File: config.mk
export PLATFORM = sky130hd
export DESIGN_NAME = sub16_nibble_serial
export DESIGN_NICKNAME = d
export VERILOG_FILES = /design/src/rtl/sub16_nibble_serial.sv
export SDC_FILE = /design/constraint.sdc
export NUM_CORES = 1
export LEC_CHECK = 0
export ABC_AREA = 1
export CAP_MARGIN = 5
export CORE_MARGIN = 10
export CORE_UTILIZATION = 40
export DETAILED_ROUTE_END_ITERATION = 8
export HOLD_SLACK_MARGIN = 0.12
export PLACE_DENSITY = 0.64
export SYNTH_ARGS = -nofsm -noshare
export SYNTH_HDL_FRONTEND = slang
export SYNTH_SLANG_ARGS = --single-unit
File: constraint.sdc
create_clock -name clk -period 7.3 [get_ports clk]
set_input_delay 1.46 -clock clk [delete_from_list [all_inputs] [get_ports clk]]
set_output_delay 1.46 -clock clk [all_outputs]
set_load 0.01 [all_outputs]
File: src/rtl/sub16_nibble_serial.sv
// rtl/sub16_nibble_serial.sv - nibble-serial W-bit subtractor (A - B - bin), one 4-bit slice per cycle
module sub16_nibble_serial #(
    parameter int W = 16
) (
    input  logic         clk,
    input  logic         rst,
    input  logic         start,
    input  logic [W-1:0] A,
    input  logic [W-1:0] B,
    input  logic         bin,
    output logic         busy,
    output logic         done,
    output logic [W-1:0] diff,
    output logic         bout,
    output logic         ovf,
    output logic         zero
);
    localparam int NIB = W / 4;
    localparam int CW  = (NIB > 1) ? $clog2(NIB) : 1;

    typedef enum logic [1:0] {IDLE, RUN, DONE} state_t;

    state_t         state, state_nx;
    logic [W-1:0]   a_sh, b_sh, res, res_nx;
    logic           a_msb, b_msb, carry;
    logic [CW-1:0]  cnt;
    logic           last, accept;
    logic [3:0]     an, bn, g, p, sum;
    logic           c1, c2, c3, c4;

    // Operands shift right one nibble per cycle, so the active slice is always [3:0]
    assign an  = a_sh[3:0];
    assign bn  = ~b_sh[3:0];
    assign g   = an & bn;
    assign p   = an ^ bn;
    assign c1  = g[0] | (p[0] & carry);
    assign c2  = g[1] | (p[1] & c1);
    assign c3  = g[2] | (p[2] & c2);
    assign c4  = g[3] | (p[3] & c3);
    assign sum = p ^ {c3, c2, c1, carry};

    // Result fills from the top so the LSB nibble lands at [3:0] after NIB shifts
    assign res_nx = (res >> 4) | (W'(sum) << (W - 4));
    assign last   = (cnt == CW'(NIB - 1));
    assign accept = start && (state != RUN);

    always_ff @(posedge clk) begin
        if (rst) state <= IDLE;
        else     state <= state_nx;
    end

    always_comb begin
        state_nx = state;
        busy     = 1'b0;
        done     = 1'b0;
        case (state)
            IDLE: if (start) state_nx = RUN;
            RUN: begin
                busy = 1'b1;
                if (last) state_nx = DONE;
            end
            DONE: begin
                done     = 1'b1;
                state_nx = start ? RUN : IDLE;
            end
            default: state_nx = IDLE;
        endcase
    end

    always_ff @(posedge clk) begin
        if (rst) begin
            a_sh  <= '0;
            b_sh  <= '0;
            res   <= '0;
            a_msb <= 1'b0;
            b_msb <= 1'b0;
            carry <= 1'b0;
            cnt   <= '0;
            diff  <= '0;
            bout  <= 1'b0;
            ovf   <= 1'b0;
            zero  <= 1'b0;
        end else if (accept) begin
            a_sh  <= A;
            b_sh  <= B;
            res   <= '0;
            a_msb <= A[W-1];
            b_msb <= B[W-1];
            carry <= ~bin;
            cnt   <= '0;
        end else if (state == RUN) begin
            a_sh  <= a_sh >> 4;
            b_sh  <= b_sh >> 4;
            res   <= res_nx;
            carry <= c4;
            cnt   <= cnt + 1'b1;
            if (last) begin
                diff <= res_nx;
                bout <= ~c4;
                ovf  <= (a_msb != b_msb) && (res_nx[W-1] != a_msb);
                zero <= (res_nx == '0);
            end
        end
    end
endmodule

==> flow_summary.json, run 1 <==
{
  "netlist_top_cells_area": "dfxtp_1 (47%), nand2_1 (19%), nand3_1 (6.5%)",
  "place_hpwl_um": 4680,
  "crit_fanout": 37,
  "ioPinCount": 57,
  "worst_slew_pin_slew_ns": 0.836,
  "status": "complete, no violations",
  "vias_per_cell": 4.54,
  "yosysUniqueCellTypes": 23,
  "ys_ff_latch": 70,
  "maxCapViolations": 0,
  "numCtsBuffers": 9,
  "grt.overflow.total": 0,
  "grt_pass1_wl_um": 11200,
  "cts_num_sinks": 70,
  "peakVddDrop_v": 0.0000850,
  "fmax_mhz": 274,
  "worstPathRequired_ns": 5.84,
  "cts-hold-fix-buffers": 0,
  "syn_area_um2": 2990,
  "cts.htree.levels": 3,
  "coreArea_um2": 7250,
  "ant_nets": 0,
  "post-place-ws_ns": 4.02,
  "antenna_found_initial": 0,
  "crit_type": "reg2out",
  "syn2layout_area_growth_pct": 24.9,
  "die_w_um": 106,
  "dieArea_um2": 11300,
  "syn_inst": 403,
  "slew_viol_final": 0,
  "synth_top_area_cell": "dfxtp_1",
  "cp_cell_sequence": "inv_1 > nor2_4 > clkdlybuf4s50_1",
  "min_period_ns": 3.66,
  "clockBufferDepth": 2,
  "setup_slack_ns": 3.64,
  "io_buffers": 56,
  "core.rowCount": 31,
  "fp.dieH_um": 106,
  "start_util": 0.412,
  "yosysTopAreaCellShare": 0.469,
  "postCtsSetupRepairBufs": 0,
  "critPathArrivalTime_ns": 2.20,
  "hold_viol": 0,
  "drc": 0,
  "start_kind": "flop",
  "wl_per_cell_um": 12.1,
  "powerDensity_nw_per_um2": 221,
  "synth_fp_nets": 444,
  "setup_viol": 0,
  "grt_max_degree": 49,
  "slowest_stage": "clkdlybuf4s50_1",
  "wirelength_um": 6710,
  "crit_path_max_incr_delay_ns": 0.70,
  "yosysWarnings": 0,
  "maxSlewHeadroom": 0.441,
  "synth_seq_area_share": 0.469,
  "dr.first_iter.drc_count": 88,
  "cts_resized": 0,
  "cts_root_buffer": "clkbuf_8",
  "cts_tree": "built",
  "nets": 493,
  "grt_use_total": 0.122,
  "gp_congestion": 0.786,
  "cellLeakagePower_nw": 1.71,
  "clkTransAtPathRegs_ns": 0.08,
  "vias": 2527,
  "drive_above_1_share": 0.0744,
  "avgSynthCellArea_um2": 7.42,
  "cp-end-kind": "output port",
  "grt_pass1_vias": 2472,
  "skew_ns": 0.00731,
  "hp-class": "reg2reg",
  "setup_tns_ns": 0,
  "clk_latency_ns": 0.35,
  "fin_crit_sh": 0.501,
  "diodes": 0,
  "rsz0062_at_grt": "no",
  "dr.pass1.iters": 4
}
==> synthesized netlist by cell type, drive strengths merged <==
master / number
nand2: 162
dfxtp: 70
inv: 43
nand3: 39
nor2: 23
a21oi: 21
buf: 19
o21ai: 10
o211ai: 6
fa: 4
or2: 3
a31oi: 1
ha: 1
xor2: 1
==> critical path: cells and delay by family (launching register included) <==
family | cells | cell delay (ns)
flops | 1 | 0.39
buf+inv | 2 | 0.80
simple gates | 1 | 0.64
==> worst paths after layout <==
path                               from                     to  slack (ns)  cells past startpoint
setup / recovery  state[0]$_SDFFE_PP0P_                   busy        3.64                      3
hold / removal    a_sh[12]$_SDFFE_PP0P_  a_sh[12]$_SDFFE_PP0P_        0.46                      2
setup reg to reg   b_sh[0]$_SDFFE_PP0P_      zero$_SDFFE_PP0P_        4.73                     12
hold reg to reg   a_sh[12]$_SDFFE_PP0P_  a_sh[12]$_SDFFE_PP0P_        0.46                      2
==> routing by layer <==
metal  wire [um]  GRT usage
met1        3280      0.147
met2        2920      0.187
met3         439     0.0537
met4          69     0.0464
met5           0          0
==> power breakdown <==
part	switching [mW]	internal, mW	leakage [nW]	total (mW)
combinational	0.0575	0.0435	1.04	0.101
clock	0.143	0.176	0.0996	0.319
sequential	0.00905	0.397	0.570	0.406
==> layout make-up <==
class / count / area (um2)
tap: 99 / 124
multi-input combinational: 271 / 1280
inverter: 43 / 164
clock buffer: 13 / 159
sequential: 70 / 1400
fill: 741 / 3520
clock inverter: 3 / 42.5
timing repair buffer: 57 / 568
==> sequential cells by signal, summed over array words and instances, names as in the netlist <==
signal  flops
a_msb       1
a_sh       16
b_msb       1
b_sh       16
bout        1
carry       1
cnt         2
diff       16
ovf         1
res        12
state       2
zero        1
==> cell usage in the layout, fill, tap and decap left out, drive strengths merged <==
cell             n
clkinvlp         1
inv             43
bufinv           1
clkinv           1
a21oi           21
fa               4
clkbuf          13
or2              3
a31oi            1
buf              1
nor2            23
o21ai           10
nand3           39
o211ai           6
nand2          162
clkdlybuf4s50   56
dfxtp           70
xor2             1
ha               1
==> kinds of logic (layout without fill, tap and decap cells) <==
group | Yosys count | in the layout | synth area share
AOI/OAI and AO/OA | 38 | 38 | 0.0724
xor gates and xnor gates | 1 | 1 | 0.00293
adders and majority gates | 5 | 5 | 0.0310
buffers and inverters | 62 | 116 | 0.104
DFF | 70 | 70 | 0.469
and+or+nand+nor | 227 | 227 | 0.321
==> metrics by stage <==
step                      hold slack [ns]  instance area, um2  cells   util  power (mW)
final                               0.464                3740    556  0.515       0.826
after detailed placement            0.454                3530    540  0.487       0.517
after global routing                0.490                3740    556  0.515       0.866
after CTS                           0.465                3740    556  0.515       0.835
after global placement              0.452                3530    540  0.487       0.515
after floorplan                     0.439                2990    403      -       0.484
Note: power is estimated with default switching activity, not from simulation.
==> run 2: changes to the inputs <==
==> constraint.sdc (replaced) <==
create_clock -name clk -period 3.6 [get_ports clk]
set_input_delay 0.72 -clock clk [delete_from_list [all_inputs] [get_ports clk]]
set_output_delay 0.72 -clock clk [all_outputs]
set_load 0.01 [all_outputs]
==> run 2 against run 1 <==
Compared with the run above:
- final area increased by 1.8%
- routed wire length increased by 4.1%
- non-clock buffer count increased by 3
- utilization increased by 0.93 points
- worst hold slack got worse by 0.0015 ns
==> flow_summary.json, run 2 (synthesized netlist as in run 1, its figures left out) <==
{
  "cp_common_cell": "fa_1",
  "p_total_mw": 1.80,
  "slew_viol_final": 0,
  "clockBufferDepth": 2,
  "coreArea_um2": 7250,
  "worst_slew_pin_slew_ns": 0.507,
  "cts_root_buffer": "clkbuf_8",
  "wirelength_um": 6980,
  "dp_cells": 543,
  "diodes": 0,
  "crit_fanout": 3,
  "syn2layout_area_growth_pct": 27.2,
  "setup_tns_ns": 0,
  "setup_slack_ns": 1.08,
  "crit_path_max_incr_delay_ns": 0.55,
  "min_period_ns": 2.52,
  "clkTransAtPathRegs_ns": 0.08,
  "postCtsSetupRepairBufs": 0,
  "holdWs_ns": 0.462,
  "die_w_um": 106,
  "status": "complete, no violations",
  "dr.pass1.iters": 4,
  "vias": 2581,
  "cts_resized": 0,
  "p_int_mw": 1.37,
  "place_hpwl_um": 4960,
  "cts-hold-fix-buffers": 0,
  "crit_type": "reg2reg",
  "nets": 496,
  "cp_cell_sequence": "fa_1 > inv_1 > fa_1 > fa_1 > fa_1 > inv_1 > nor2_1 > nand2_1 > nor2_1 > nand3_1 > a21oi_1",
  "worstPathRequired_ns": 3.87,
  "critPathArrivalTime_ns": 2.79,
  "dr.first_iter.drc_count": 150,
  "hold_viol": 0,
  "p_comb_frac": 0.114,
  "maxSlewHeadroom": 0.662,
  "start_util": 0.412,
  "setup_viol": 0,
  "cts_tree": "built",
  "post-place-ws_ns": 1.12,
  "ant_nets": 0,
  "core.rowCount": 31,
  "maxCapViolations": 0,
  "layout_common_cells": "nand2_1 (155), dfxtp_1 (70), clkdlybuf4s50_1 (56), nand3_1 (39), inv_1 (38)",
  "final_cell_area_um2": 3800,
  "vias_per_cell": 4.62,
  "final_cells": 559,
  "wl_per_cell_um": 12.5,
  "io_buffers": 56,
  "skew_ns": 0.00674,
  "cts.htree.levels": 3,
  "netSwitchingFraction": 0.239,
  "rsz0062_at_grt": "no",
  "slowest_stage": "fa_1",
  "final_common_cell": "nand2_1",
  "grt.overflow.total": 0,
  "numCtsBuffers": 9,
  "grt_use_total": 0.130,
  "fin_crit_sh": 0.700,
  "powerDensity_nw_per_um2": 474,
  "place_area_um2": 3560,
  "cp-end-kind": "flop",
  "cellLeakagePower_nw": 1.75,
  "p_clk_frac": 0.429,
  "ioPinCount": 57,
  "hp-class": "reg2reg",
  "clk_latency_ns": 0.34,
  "fp.dieH_um": 106,
  "antenna_found_initial": 0,
  "grt_pass1_wl_um": 12100,
  "fmax_mhz": 397,
  "grt_pass1_vias": 2513,
  "grt_max_degree": 37,
  "cts_num_sinks": 70,
  "drc": 0,
  "fin_util": 0.524,
  "start_kind": "flop",
  "p_seq_frac": 0.456,
  "peakVddDrop_v": 0.000214,
  "drive_above_1_share": 0.0848,
  "gp_congestion": 0.766,
  "p_switching_mw": 0.431,
  "reg_top3": "a_sh: 16 flops, b_sh: 16 flops, diff: 16 flops",
  "dieArea_um2": 11300
}
-- run 2: worst paths after layout --
path                         start  slack (ns)                     to  cells after the start
max           a_sh[0]$_SDFFE_PP0P_        1.08      zero$_SDFFE_PP0P_                     11
min reg2reg  a_sh[12]$_SDFFE_PP0P_        0.46  a_sh[12]$_SDFFE_PP0P_                      2
min          a_sh[12]$_SDFFE_PP0P_        0.46  a_sh[12]$_SDFFE_PP0P_                      2
max reg2reg   a_sh[0]$_SDFFE_PP0P_        1.08      zero$_SDFFE_PP0P_                     11
-- run 2: per-layer routing --
layer / track usage / routed length, um / share of wire
met5: 0 / 0 / 0
met4: 0.0406 / 64 / 0.0092
met3: 0.0550 / 483 / 0.069
met2: 0.207 / 3220 / 0.46
met1: 0.157 / 3220 / 0.46
-- run 2: cell type report --
| class | instances | area (um2) |
|---|---|---|
| Clock inverter | 6 | 109 |
| Clock buffer | 10 | 138 |
| Multi-Input combinational cell | 271 | 1280 |
| Sequential cell | 70 | 1400 |
| Timing Repair Buffer | 60 | 591 |
| Tap cell | 99 | 124 |
| Inverter | 43 | 164 |
| Fill cell | 737 | 3450 |
-- run 2: power by group through the flow --
stage	Combinational [mW]	Clock, mW	Sequential [mW]
2_1_floorplan	0.145	0	0.836
5_1_grt	0.237	0.828	0.827
3_3_place_gp	0.204	0	0.840
6_report	0.206	0.774	0.823
4_1_cts	0.209	0.788	0.823
3_5_place_dp	0.208	0	0.841
-- run 2: critical path: cells and delay by family, from the launching register on --
family	cells	cell delay, ns
compound gates	1	0.16
fa+ha+maj	4	1.50
buf+inv	2	0.13
flops	1	0.38
simple gates	4	0.29
==> run 3: changes to the inputs <==
--- a/config.mk
+++ b/config.mk
@@ -11,7 +11,7 @@
 export CORE_UTILIZATION = 40
 export DETAILED_ROUTE_END_ITERATION = 8
 export HOLD_SLACK_MARGIN = 0.12
-export PLACE_DENSITY = 0.64
+export PLACE_DENSITY = 0.67
 export SYNTH_ARGS = -nofsm -noshare
 export SYNTH_HDL_FRONTEND = slang
 export SYNTH_SLANG_ARGS = --single-unit
==> constraint.sdc (replaced) <==
create_clock -name clk -period 2.2 [get_ports clk]
set_input_delay 0.44 -clock clk [delete_from_list [all_inputs] [get_ports clk]]
set_output_delay 0.44 -clock clk [all_outputs]
set_load 0.01 [all_outputs]
==> run 3 against run 2 <==
Compared with the run above:
- sequential power grew 64%
- non-clock buffer count increased by 5
- the run now ends with negative setup slack left
- final cell count is 0.89% higher
- largest cell class unchanged
- highest routed layer unchanged
- first-iteration DRC count is 39% lower
- clock skew up 0.0044 ns
==> flow_summary.json, run 3 (synthesized netlist as in run 1, its figures left out) <==
{
  "status": "complete, but fails checks",
  "violations": "negative setup slack",
  "diodes": 0,
  "fin_crit_sh": 1.05,
  "cts_tree": "built",
  "cellLeakagePower_nw": 1.78,
  "crit_type": "reg2reg",
  "maxCapViolations": 0,
  "cp-end-kind": "flop",
  "min_period_ns": 2.31,
  "postCtsSetupRepairBufs": 0,
  "dr.pass1.iters": 6,
  "start_util": 0.412,
  "hold_viol": 0,
  "wirelength_um": 6870,
  "crit_fanout": 3,
  "clk_latency_ns": 0.35,
  "maxSlewHeadroom": 0.736,
  "start_kind": "flop",
  "powerDensity_nw_per_um2": 778,
  "syn2layout_area_growth_pct": 29.5,
  "slew_viol_final": 0,
  "grt_pass1_wl_um": 11600,
  "fmax_mhz": 433,
  "grt_max_degree": 37,
  "vias": 2626,
  "ioPinCount": 57,
  "slowest_stage": "fa_1",
  "core.rowCount": 31,
  "wl_per_cell_um": 12.2,
  "fin_util": 0.534,
  "clockBufferDepth": 2,
  "crit_path_max_incr_delay_ns": 0.53,
  "worstPathRequired_ns": 2.49,
  "cts_num_sinks": 70,
  "cts_root_buffer": "clkbuf_8",
  "critPathArrivalTime_ns": 2.60,
  "grt_use_total": 0.124,
  "numCtsBuffers": 9,
  "clkTransAtPathRegs_ns": 0.08,
  "setup_slack_ns": -0.111,
  "setup_viol": 3,
  "die_w_um": 106,
  "reg_top3": "a_sh: 16 flops, b_sh: 16 flops, diff: 16 flops",
  "p_total_mw": 3.01,
  "nets": 501,
  "antenna_found_initial": 0,
  "holdWs_ns": 0.461,
  "ant_nets": 0,
  "vias_per_cell": 4.66,
  "fp.dieH_um": 106,
  "layout_common_cells": "nand2_1 (155), dfxtp_1 (68), clkdlybuf4s50_1 (56), nand3_1 (39), inv_1 (36)",
  "worst_slew_pin_slew_ns": 0.397,
  "drive_above_1_share": 0.110,
  "drc": 0,
  "cts.htree.levels": 3,
  "gp_congestion": 0.782,
  "hp-class": "reg2reg",
  "dr.first_iter.drc_count": 92,
  "skew_ns": 0.0112,
  "grt.overflow.total": 0,
  "final_common_cell": "nand2_1",
  "coreArea_um2": 7250,
  "rsz0062_at_grt": "yes",
  "io_buffers": 56,
  "grt_pass1_vias": 2507,
  "cp_cell_sequence": "inv_2 > fa_1 > inv_1 > fa_2 > fa_2 > fa_1 > inv_2 > nor2_1 > nand2_1 > nor2_1 > nand3_1 > a21oi_2",
  "peakVddDrop_v": 0.000330,
  "place_area_um2": 3610,
  "final_cell_area_um2": 3870,
  "dieArea_um2": 11300,
  "place_hpwl_um": 4890
}
==> run 3: timing repair <==
| item | 4_1_cts | 5_1_grt |
|---|---|---|
| hold endpoints to repair | 0 | 0 |
| hold buffers | 0 | 0 |
| gates cloned | 0 | 0 |
| gates resized for setup | 2 | 1 |
| pin swaps | 3 | 0 |
| endpoints found under the setup margin | 3 | 3 |
==> run 3: final timing paths <==
kind	start	to	slack (ns)	depth (start not counted)
worst max register to register	b_sh[0]$_SDFFE_PP0P_	zero$_SDFFE_PP0P_	-0.11	12
worst max-delay path	b_sh[0]$_SDFFE_PP0P_	zero$_SDFFE_PP0P_	-0.11	12
worst min-delay path	a_sh[13]$_SDFFE_PP0P_	a_sh[13]$_SDFFE_PP0P_	0.46	2
worst min register to register	a_sh[13]$_SDFFE_PP0P_	a_sh[13]$_SDFFE_PP0P_	0.46	2
==> run 3: critical path, delay by kind of cell (launching register included) <==
family / cells / cell delay [ns]
adders and majority gates: 4 / 1.36
and+or+nand+nor: 4 / 0.31
DFF: 1 / 0.31
buffers and inverters: 3 / 0.16
AOI/OAI and AO/OA: 1 / 0.14
==> run 3: through the flow <==
step	setup WS (ns)	TNS, ns	instances
global placement	-0.123	-0.214	548
floorplan	-0.0587	-0.0660	403
finish	-0.111	-0.188	564
global route	-0.214	-0.498	564
detailed placement	-0.166	-0.352	548
CTS	-0.112	-0.207	564
==> run 3: cell type report <==
cell class,instances,area [um2]
Clock inverter,5,104
Sequential cell,70,1400
Clock buffer,11,151
Fill cell,726,3380
Tap cell,99,124
Inverter,43,164
Multi-Input combinational cell,271,1290
Timing Repair Buffer,65,641
==> run 3: where the power goes <==
part           total [mW]  internal, mW  switching (mW)
Combinational       0.364         0.169           0.196
Sequential           1.35          1.32          0.0310
Clock                1.30         0.817           0.485
==> run 3: layer usage <==
layer	vias to the layer above	wire, um	global-route usage
met3	12	476	0.0465
li1	1358	-	-
met5	-	0	0
met4	0	116	0.0551
met2	69	3040	0.195
met1	1187	3240	0.147
